## src/rtl/fusion_inst_queue.sv

```systemverilog
// Instruction queue feeding the macro-op fusion decoder: presents the two oldest
// entries as a head pair and retires one or two entries per accepted cycle.
module fusion_inst_queue #(
  parameter int          DEPTH    = 4,
  parameter logic [31:0] NOP_INST = 32'h00000013
) (
  input  logic                       clk,
  input  logic                       rst_n,
  input  logic                       flush,
  input  logic                       in_valid,
  output logic                       in_ready,
  input  logic [31:0]                in_inst,
  input  logic [31:0]                in_pc,
  output logic                       out_valid0,
  output logic [31:0]                out_inst0,
  output logic [31:0]                out_pc0,
  output logic                       out_valid1,
  output logic [31:0]                out_inst1,
  output logic [31:0]                out_pc1,
  input  logic                       deq_ready,
  input  logic                       fuse_flag,
  output logic [$clog2(DEPTH):0]     count,
  output logic [31:0]                fuse_count
);

  localparam int PW = $clog2(DEPTH);
  localparam int CW = PW + 1;

  logic [31:0]   inst_mem [DEPTH];
  logic [31:0]   pc_mem   [DEPTH];
  logic [PW-1:0] rd_ptr;
  logic [PW-1:0] wr_ptr;
  logic [PW-1:0] rd_ptr_nxt1;
  logic [CW-1:0] count_q;
  logic [31:0]   fuse_count_q;
  logic          push;
  logic [1:0]    pop_n;

  assign count       = count_q;
  assign fuse_count  = fuse_count_q;
  assign in_ready    = !flush && (count_q != CW'(DEPTH));
  assign push        = in_valid && in_ready;
  assign rd_ptr_nxt1 = rd_ptr + PW'(1);

  assign out_valid0 = (count_q != '0);
  assign out_valid1 = (count_q >= CW'(2));
  assign out_inst0  = out_valid0 ? inst_mem[rd_ptr]      : NOP_INST;
  assign out_pc0    = out_valid0 ? pc_mem[rd_ptr]        : 32'h0;
  assign out_inst1  = out_valid1 ? inst_mem[rd_ptr_nxt1] : NOP_INST;
  assign out_pc1    = out_valid1 ? pc_mem[rd_ptr_nxt1]   : 32'h0;

  // A fuse request without a second valid entry degrades to a single pop.
  always_comb begin
    pop_n = 2'd0;
    if (deq_ready && out_valid0)
      pop_n = (fuse_flag && out_valid1) ? 2'd2 : 2'd1;
  end

  // Storage is left uncleared by reset and flush; valid tracking lives in count.
  always_ff @(posedge clk) begin
    if (push) begin
      inst_mem[wr_ptr] <= in_inst;
      pc_mem[wr_ptr]   <= in_pc;
    end
  end

  always_ff @(posedge clk or negedge rst_n) begin
    if (!rst_n) begin
      rd_ptr       <= '0;
      wr_ptr       <= '0;
      count_q      <= '0;
      fuse_count_q <= '0;
    end else if (flush) begin
      rd_ptr  <= '0;
      wr_ptr  <= '0;
      count_q <= '0;
    end else begin
      rd_ptr  <= rd_ptr + PW'(pop_n);
      count_q <= count_q + CW'(push) - CW'(pop_n);
      if (push)
        wr_ptr <= wr_ptr + PW'(1);
      if (pop_n == 2'd2)
        fuse_count_q <= fuse_count_q + 32'd1;
    end
  end

endmodule

```

## config.mk

```make
export PLATFORM = sky130hd
export DESIGN_NAME = fusion_inst_queue
export DESIGN_NICKNAME = d
export VERILOG_FILES = /design/src/rtl/fusion_inst_queue.sv
export SDC_FILE = /design/constraint.sdc
export NUM_CORES = 1
export LEC_CHECK = 0
export ABC_AREA = 1
export CAP_MARGIN = 20
export CORE_MARGIN = 4
export CORE_UTILIZATION = 35
export DETAILED_ROUTE_END_ITERATION = 16
export HOLD_SLACK_MARGIN = 0.05
export PLACE_DENSITY = 0.56
export SLEW_MARGIN = 20
export SYNTH_ARGS = -nofsm -noshare
export SYNTH_HDL_FRONTEND = slang
export SYNTH_SLANG_ARGS = --single-unit
```

## constraint.sdc

```tcl
create_clock -name clk -period 5.5 [get_ports clk]
set_input_delay 1.1 -clock clk [delete_from_list [all_inputs] [get_ports clk]]
set_output_delay 1.1 -clock clk [all_outputs]
set_load 0.01 [all_outputs]
```

# Word-level counts from Yosys, hierarchy flattened
# Memories as Yosys holds them, arrays and structs flattened.
# Index checks and enable logic that the tools add are counted.
totals:
  register_bits: 39
  ram_bits: 256
  input_bits: 70
  output_inout_bits: 166
  n_memories: 2
memory_table:
  columns: ["memory", "words", "width", "rd", "rd_ports_with_merged_regs", "wr", "line", "rtl"]
  rows:
  - ["inst_mem", 4, 32, 2, 0, 1, "29", "logic [31:0] inst_mem [DEPTH];"]
  - ["pc_mem", 4, 32, 2, 0, 1, "30", "logic [31:0] pc_mem [DEPTH];"]
op_classes:
  addsub: 6
  magnitude_cmp: 1
  n_eq_ne: 2
  muxes: 12
  n_bitwise: 1
  n_reduce_logical: 8
ops:
  columns: ["op", "count"]
  rows:
  - ["32-bit two-way mux", 4]
  - ["32-bit by 1-bit adder with 32-bit output (second input constant)", 1]
  - ["2-bit two-way mux", 5]
  - ["2-bit by 1-bit adder with 2-bit output (second input constant)", 2]
  - ["1-bit logical AND", 4]
  - ["3-bit by 1-bit adder with 3-bit output", 1]
  - ["3-bit by 2-bit >= comparator with 1-bit output (second input constant)", 1]
  - ["3-bit two-way mux", 1]
  - ["3-bit inequality test (second input constant)", 1]
  - ["3-bit nonzero test", 1]
  - ["3-bit by 2-bit subtractor with 3-bit output", 1]
  - ["2-bit adder", 1]
  - ["2-bit equality test (second input constant)", 1]
  - ["1-bit two-way mux", 2]
  - ["2-bit AND reduction", 1]
  - ["2-bit nonzero test", 1]
  - ["1-bit zero test", 1]
  - ["1-bit inverter", 1]

# Logic depth before layout (Yosys ltp)
logic_depth:
  ltp_word: 6
  mapped_depth: 13
  ltp_nobuf: 13

# Worst setup path before layout
# No wires, ideal clock.
synth_timing:
  kind: "input to register"
  start: "in flush"
  end: "mem inst_mem[0][0] (enable)"
  setup_time_ns: 0.487
  arrival_time_ns: 4.320
  t_required_ns: 5.013
  setup_slack_ns: 0.694
  path_stages: 3
  cell_sequence: "a21oi_1 nand2_1 nor2_1"
synth_via:
  elab_chain_len: 5
synth_rtl:
  columns: ["item", "line", "rtl"]
  rows:
  - ["start, declared", "9", "input logic flush,"]
  - ["1-bit zero test", "41", "assign in_ready = !flush && (count_q != CW'(DEPTH));"]
  - ["1-bit logical AND", "41", null]
  - ["1-bit logical AND", "42", "assign push = in_valid && in_ready;"]
  - ["1-bit two-way mux", "61", "if (push) begin"]
  - ["1-bit two-way mux (implied by the code)", "62", "inst_mem[wr_ptr] <= in_inst;"]
  - ["end, declared", "29", null]
# No other way between the ends.

# Worst setup path after layout
layout_timing:
  start: "reg rd_ptr[0]"
  end: "out out_inst0[21]"
layout_via:
  elab_chain_len: 2
layout_rtl:
  columns: ["item", "line", "rtl"]
  rows:
  - ["start, declared", "31", "logic [PW-1:0] rd_ptr;"]
  - ["start signal, assigned", "78", "rd_ptr <= rd_ptr + PW'(pop_n);"]
  - ["memory read 4 x 32 bit", null, null]
  - ["32-bit two-way mux", "47", "assign out_inst0 = out_valid0 ? inst_mem[rd_ptr] : NOP_INST;"]
  - ["end, declared", "15", "output logic [31:0] out_inst0,"]
# No other way between the ends.

==> summary by stage <==
Yosys
The post-synthesis net count is 1596. The share of the Yosys chip area taken by registers is 60.0%. Summing every instance area after synthesis gives 0.0144 mm². Counting instances in the post-synthesis netlist gives the leading cell types as sky130_fd_sc_hd__nand2_1, sky130_fd_sc_hd__edfxtp_1, sky130_fd_sc_hd__nor2_1, sky130_fd_sc_hd__inv_1, sky130_fd_sc_hd__o21ai_0.

The count of distinct cell types in the synthesized netlist is 33. The number of flip-flops and latches in the synthesized netlist is 295. The count of flip-flops with a built-in enable after synthesis is 256. Ranked by total cell area, the synthesized netlist is headed by sky130_fd_sc_hd__edfxtp_1, sky130_fd_sc_hd__nand2_1, sky130_fd_sc_hd__dfrtp_1. The most common cell in the synthesized netlist is sky130_fd_sc_hd__nand2_1. The share of async-settable or async-resettable flops after synthesis is 13.2%. Summed over all instances, the cell type with the most area after synthesis is sky130_fd_sc_hd__edfxtp_1. The gate count of the mapped netlist is 1516. The fraction of post-synthesis cell area in the top cell type by area is 53.2%. Averaged over all synthesized cells, the footprint is 9.53 µm².

For this run, the number of Yosys warnings is 0. The most common flop cell mapped by yosys is sky130_fd_sc_hd__edfxtp_1.

Worst setup path
The cell seen most often among critical-path stages is sky130_fd_sc_hd__nor2_1. In this design, the stage delay of the slowest critical-path cell is 0.82 ns. For the worst setup path, the data arrival time is 3.39 ns. For this design, the slowest cell found on the critical path is sky130_fd_sc_hd__buf_4.

In this run the critical register-to-register path is launched from count[1]$_DFF_PN0_. The endpoint of the worst-slack reg-to-reg timing path is count[2]$_DFF_PN0_. The worst setup path is captured at a primary output.

The path depth of the worst reg2reg path is 12. The largest driver fanout on the critical path is 104. The critical path goes through buf_4 > nor2_1 > nor2_1 > o21ai_0 > a21oi_1 > clkdlybuf4s50_1. The worst setup slack for register-to-register paths is 2.62 ns. The required time at the worst-slack endpoint is 4.40 ns. The worst setup path is launched from a flip-flop.

By startpoint and endpoint, the worst setup path is classified as flip-flop to primary output.

Min path
The number of cells on the worst hold path is 1. The worst min-delay path startpoint is fuse_count[12]$_DFFE_PN0P_. The worst hold path terminates at fuse_count[12]$_DFFE_PN0P_. The class of the tightest hold or removal check is flip-flop to flip-flop.

Final layout
The filler cells instantiated in the layout total 3805. The fraction of layout instances using a drive strength above 1 is 6.14%. The final instance count without filler cells is 2275. The final layout contains 1798 nets. The synthesis-to-finish area growth is 26.7%.

Die
The area of the core is 0.0408 mm². The initialized floorplan defines 74 standard-cell rows. The floorplan step defined a die boundary enclosing 0.0446 mm². The initial standard-cell utilization of the core is 35.4%. The horizontal die dimension is 211 µm. During I/O placement, the number of pins put on the boundary was 236. Measured along the y axis, the die boundary spans 211 µm.

STA
The final number of max-transition violations is 0. The clock arrives with 0.0240 ns of skew. The final worst slack is 1.01 ns. The tightest slew margin relative to the limit is 34.7%. Summed over all failing endpoints, the final setup total negative slack is 0 ns.

Setup violations remaining at the end of the flow were counted as 0. Setup repair after global routing left no endpoint under its margin. The transition time at the pin with the least slew margin is 0.979 ns. The part of the cycle the worst path needs is 81.6%. The count of endpoints failing hold in the final timing report was 0.

Final hold analysis gives a worst-case slack of 0.526 ns. Subtracting the final worst setup slack from the clock period gives 4.49 ns. The maximum frequency from static timing analysis is 0.223 GHz.

Placement
The HPWL after detailed placement is 26500 µm. At the end of routability-driven placement, the weighted congestion stood at 0.809. The post-placement worst setup slack is 1.58 ns. After detailed placement, the design holds a cell count of 2213. The count of port buffers added during placement is 235.

Clock tree
The post-cts repair resize count is 0. The maximum count of clock buffers along a single path is 3. The hold buffer count at cts is 0. The TritonCTS clock tree is built.

After clock tree synthesis, the clock-pin slew on the worst setup and hold paths is 0.05 ns. The clock reaches the later pin of the worst-skew pair after 0.56 ns. The clock root buffer is sky130_fd_sc_hd__clkbuf_16. The maximum level of the CTS H-tree is 2. The number of sinks driven by the clock tree is 295. The number of post-CTS setup repair buffers is 0. Clock tree synthesis inserted a total of 35 buffers.

Drt
In the final routed layout, each cell accounts on average for 19.1 µm. Once detail routing completed, the nets flagged for antenna violations numbered 0. The via count normalized by instance count is 5.08. For this run, design rule violations remaining after detail routing come to 0.

The first routing iteration left 656 violations. The routed layout has 11600 vias. The number of iterations in the first detailed-routing pass is 5. The wire length after detailed routing is 43400 µm.

Power
Dividing total power by cell area gives a power density of 484 mW/mm². The leakage power is 6.60 nW. The worst-case IR drop observed on VDD is 369 µV.

Global route
The via count of the first global-routing pass was 11700. The number of antenna violations at the first check in global routing is 3. The first global-routing pass estimated 66500 µm of wire. The total overflow left after global routing is 0. Across every metal layer, demand over resource in global routing totals 19.1%. Entering global routing, the biggest net connects 105 pins.

Run
Max-cap violations in this run came to 0.

Status
The run finished with clean final reports.
kinds of logic after synthesis:
kind of cell / share of synthesized area (%)
AND/OR/NAND/NOR: 18.2
flip-flops: 60.0
adder cells (fa/ha/maj): 0.918
buffers and inverters: 6.40
AO/OA/AOI/OAI: 13.2
XOR/XNOR: 1.27
report_power, final:
| part | leakage, nW | switching [mW] | internal [mW] |
|---|---|---|---|
| Sequential | 2.83 | 0.138 | 2.60 |
| Combinational | 3.25 | 2.32 | 1.56 |
| Clock | 0.531 | 0.923 | 1.33 |
cell usage in the layout (no fill, tap or decap), types with 2 or more instances in the layout:
master	count
sky130_fd_sc_hd__nand2_1	422
sky130_fd_sc_hd__edfxtp_1	256
sky130_fd_sc_hd__clkdlybuf4s50_1	234
sky130_fd_sc_hd__nor2_1	175
sky130_fd_sc_hd__inv_1	109
sky130_fd_sc_hd__o21ai_0	100
sky130_fd_sc_hd__a21oi_1	70
sky130_fd_sc_hd__o211ai_1	63
sky130_fd_sc_hd__a31oi_1	57
sky130_fd_sc_hd__dfrtp_1	37
sky130_fd_sc_hd__o21ai_1	35
sky130_fd_sc_hd__clkbuf_16	35
sky130_fd_sc_hd__nand3_1	17
sky130_fd_sc_hd__buf_4	17
sky130_fd_sc_hd__xor2_1	15
sky130_fd_sc_hd__nor2_4	12
sky130_fd_sc_hd__clkbuf_1	10
sky130_fd_sc_hd__ha_1	9
sky130_fd_sc_hd__inv_2	7
sky130_fd_sc_hd__xnor2_1	6
sky130_fd_sc_hd__nor2_2	6
sky130_fd_sc_hd__clkinv_1	6
sky130_fd_sc_hd__nand2_2	5
sky130_fd_sc_hd__nand4_1	4
sky130_fd_sc_hd__clkinv_2	4
sky130_fd_sc_hd__a22oi_1	4
sky130_fd_sc_hd__nor3_2	4
sky130_fd_sc_hd__o221ai_1	3
sky130_fd_sc_hd__bufinv_16	3
sky130_fd_sc_hd__buf_12	3
sky130_fd_sc_hd__nand3_2	2
sky130_fd_sc_hd__inv_16	2
sky130_fd_sc_hd__dfrtp_4	2
worst max path at each step:
stage,cells past startpoint,slack [ns],from,to
finish,6,1.01,rd_ptr[0]$_DFF_PN0_,out_inst0[21]
global route,6,0.78,rd_ptr[0]$_DFF_PN0_,out_inst0[19]
global placement,6,1.61,rd_ptr[0]$_DFF_PN0_,out_inst0[18]
floorplan,3,0.69,flush,inst_mem[0][0]$_DFFE_PP_
CTS,7,0.98,rd_ptr[0]$_DFF_PN0_,out_inst1[1]
detailed placement,7,1.58,rd_ptr[0]$_DFF_PN0_,out_inst1[1]
sequential cells by signal, summed over array words and instances, names as in the netlist:
register and count:
count 3, fuse_count 32, inst_mem 128, pc_mem 128, rd_ptr 2, wr_ptr 2
per-stage QoR:
step | total power, mW | utilization [%] | cell area, µm²
CTS | 8.98 | 44.8 | 18300
finish | 8.87 | 44.8 | 18300
floorplan | 4.80 | - | 14400
detailed placement | 6.69 | 42.1 | 17200
global placement | 6.67 | 42.1 | 17200
global route | 9.38 | 44.8 | 18300
layout make-up:
cell class | count | area (µm²) | area share [%]
Clock inverter | 16 | 184 | 1.00
Timing Repair Buffer | 255 | 2530 | 13.9
Clock buffer | 45 | 913 | 4.99
Multi-Input combinational cell | 1014 | 4890 | 26.7
Tap cell | 532 | 666 | 3.64
Inverter | 117 | 440 | 2.41
Sequential cell | 295 | 8670 | 47.4
Antenna cell | 1 | 2.50 | 0.0137
layer usage:
layer	GRT usage (%)	vias to the layer above	part of all wire [%]
met5	0	-	0.062
met1	24.5	5523	43
met4	6.68	4	2.7
li1	-	5576	-
met3	4.13	71	6.4
met2	32.1	379	48
worst max-delay path: cells and delay by family, from the launching register on:
kind | cells | cell delay, ns
compound gates | 2 | 0.38
buf+inv | 2 | 1.43
flops | 1 | 0.73
simple gates | 2 | 0.22
No activity file was read; power rests on OpenSTA's default activity.
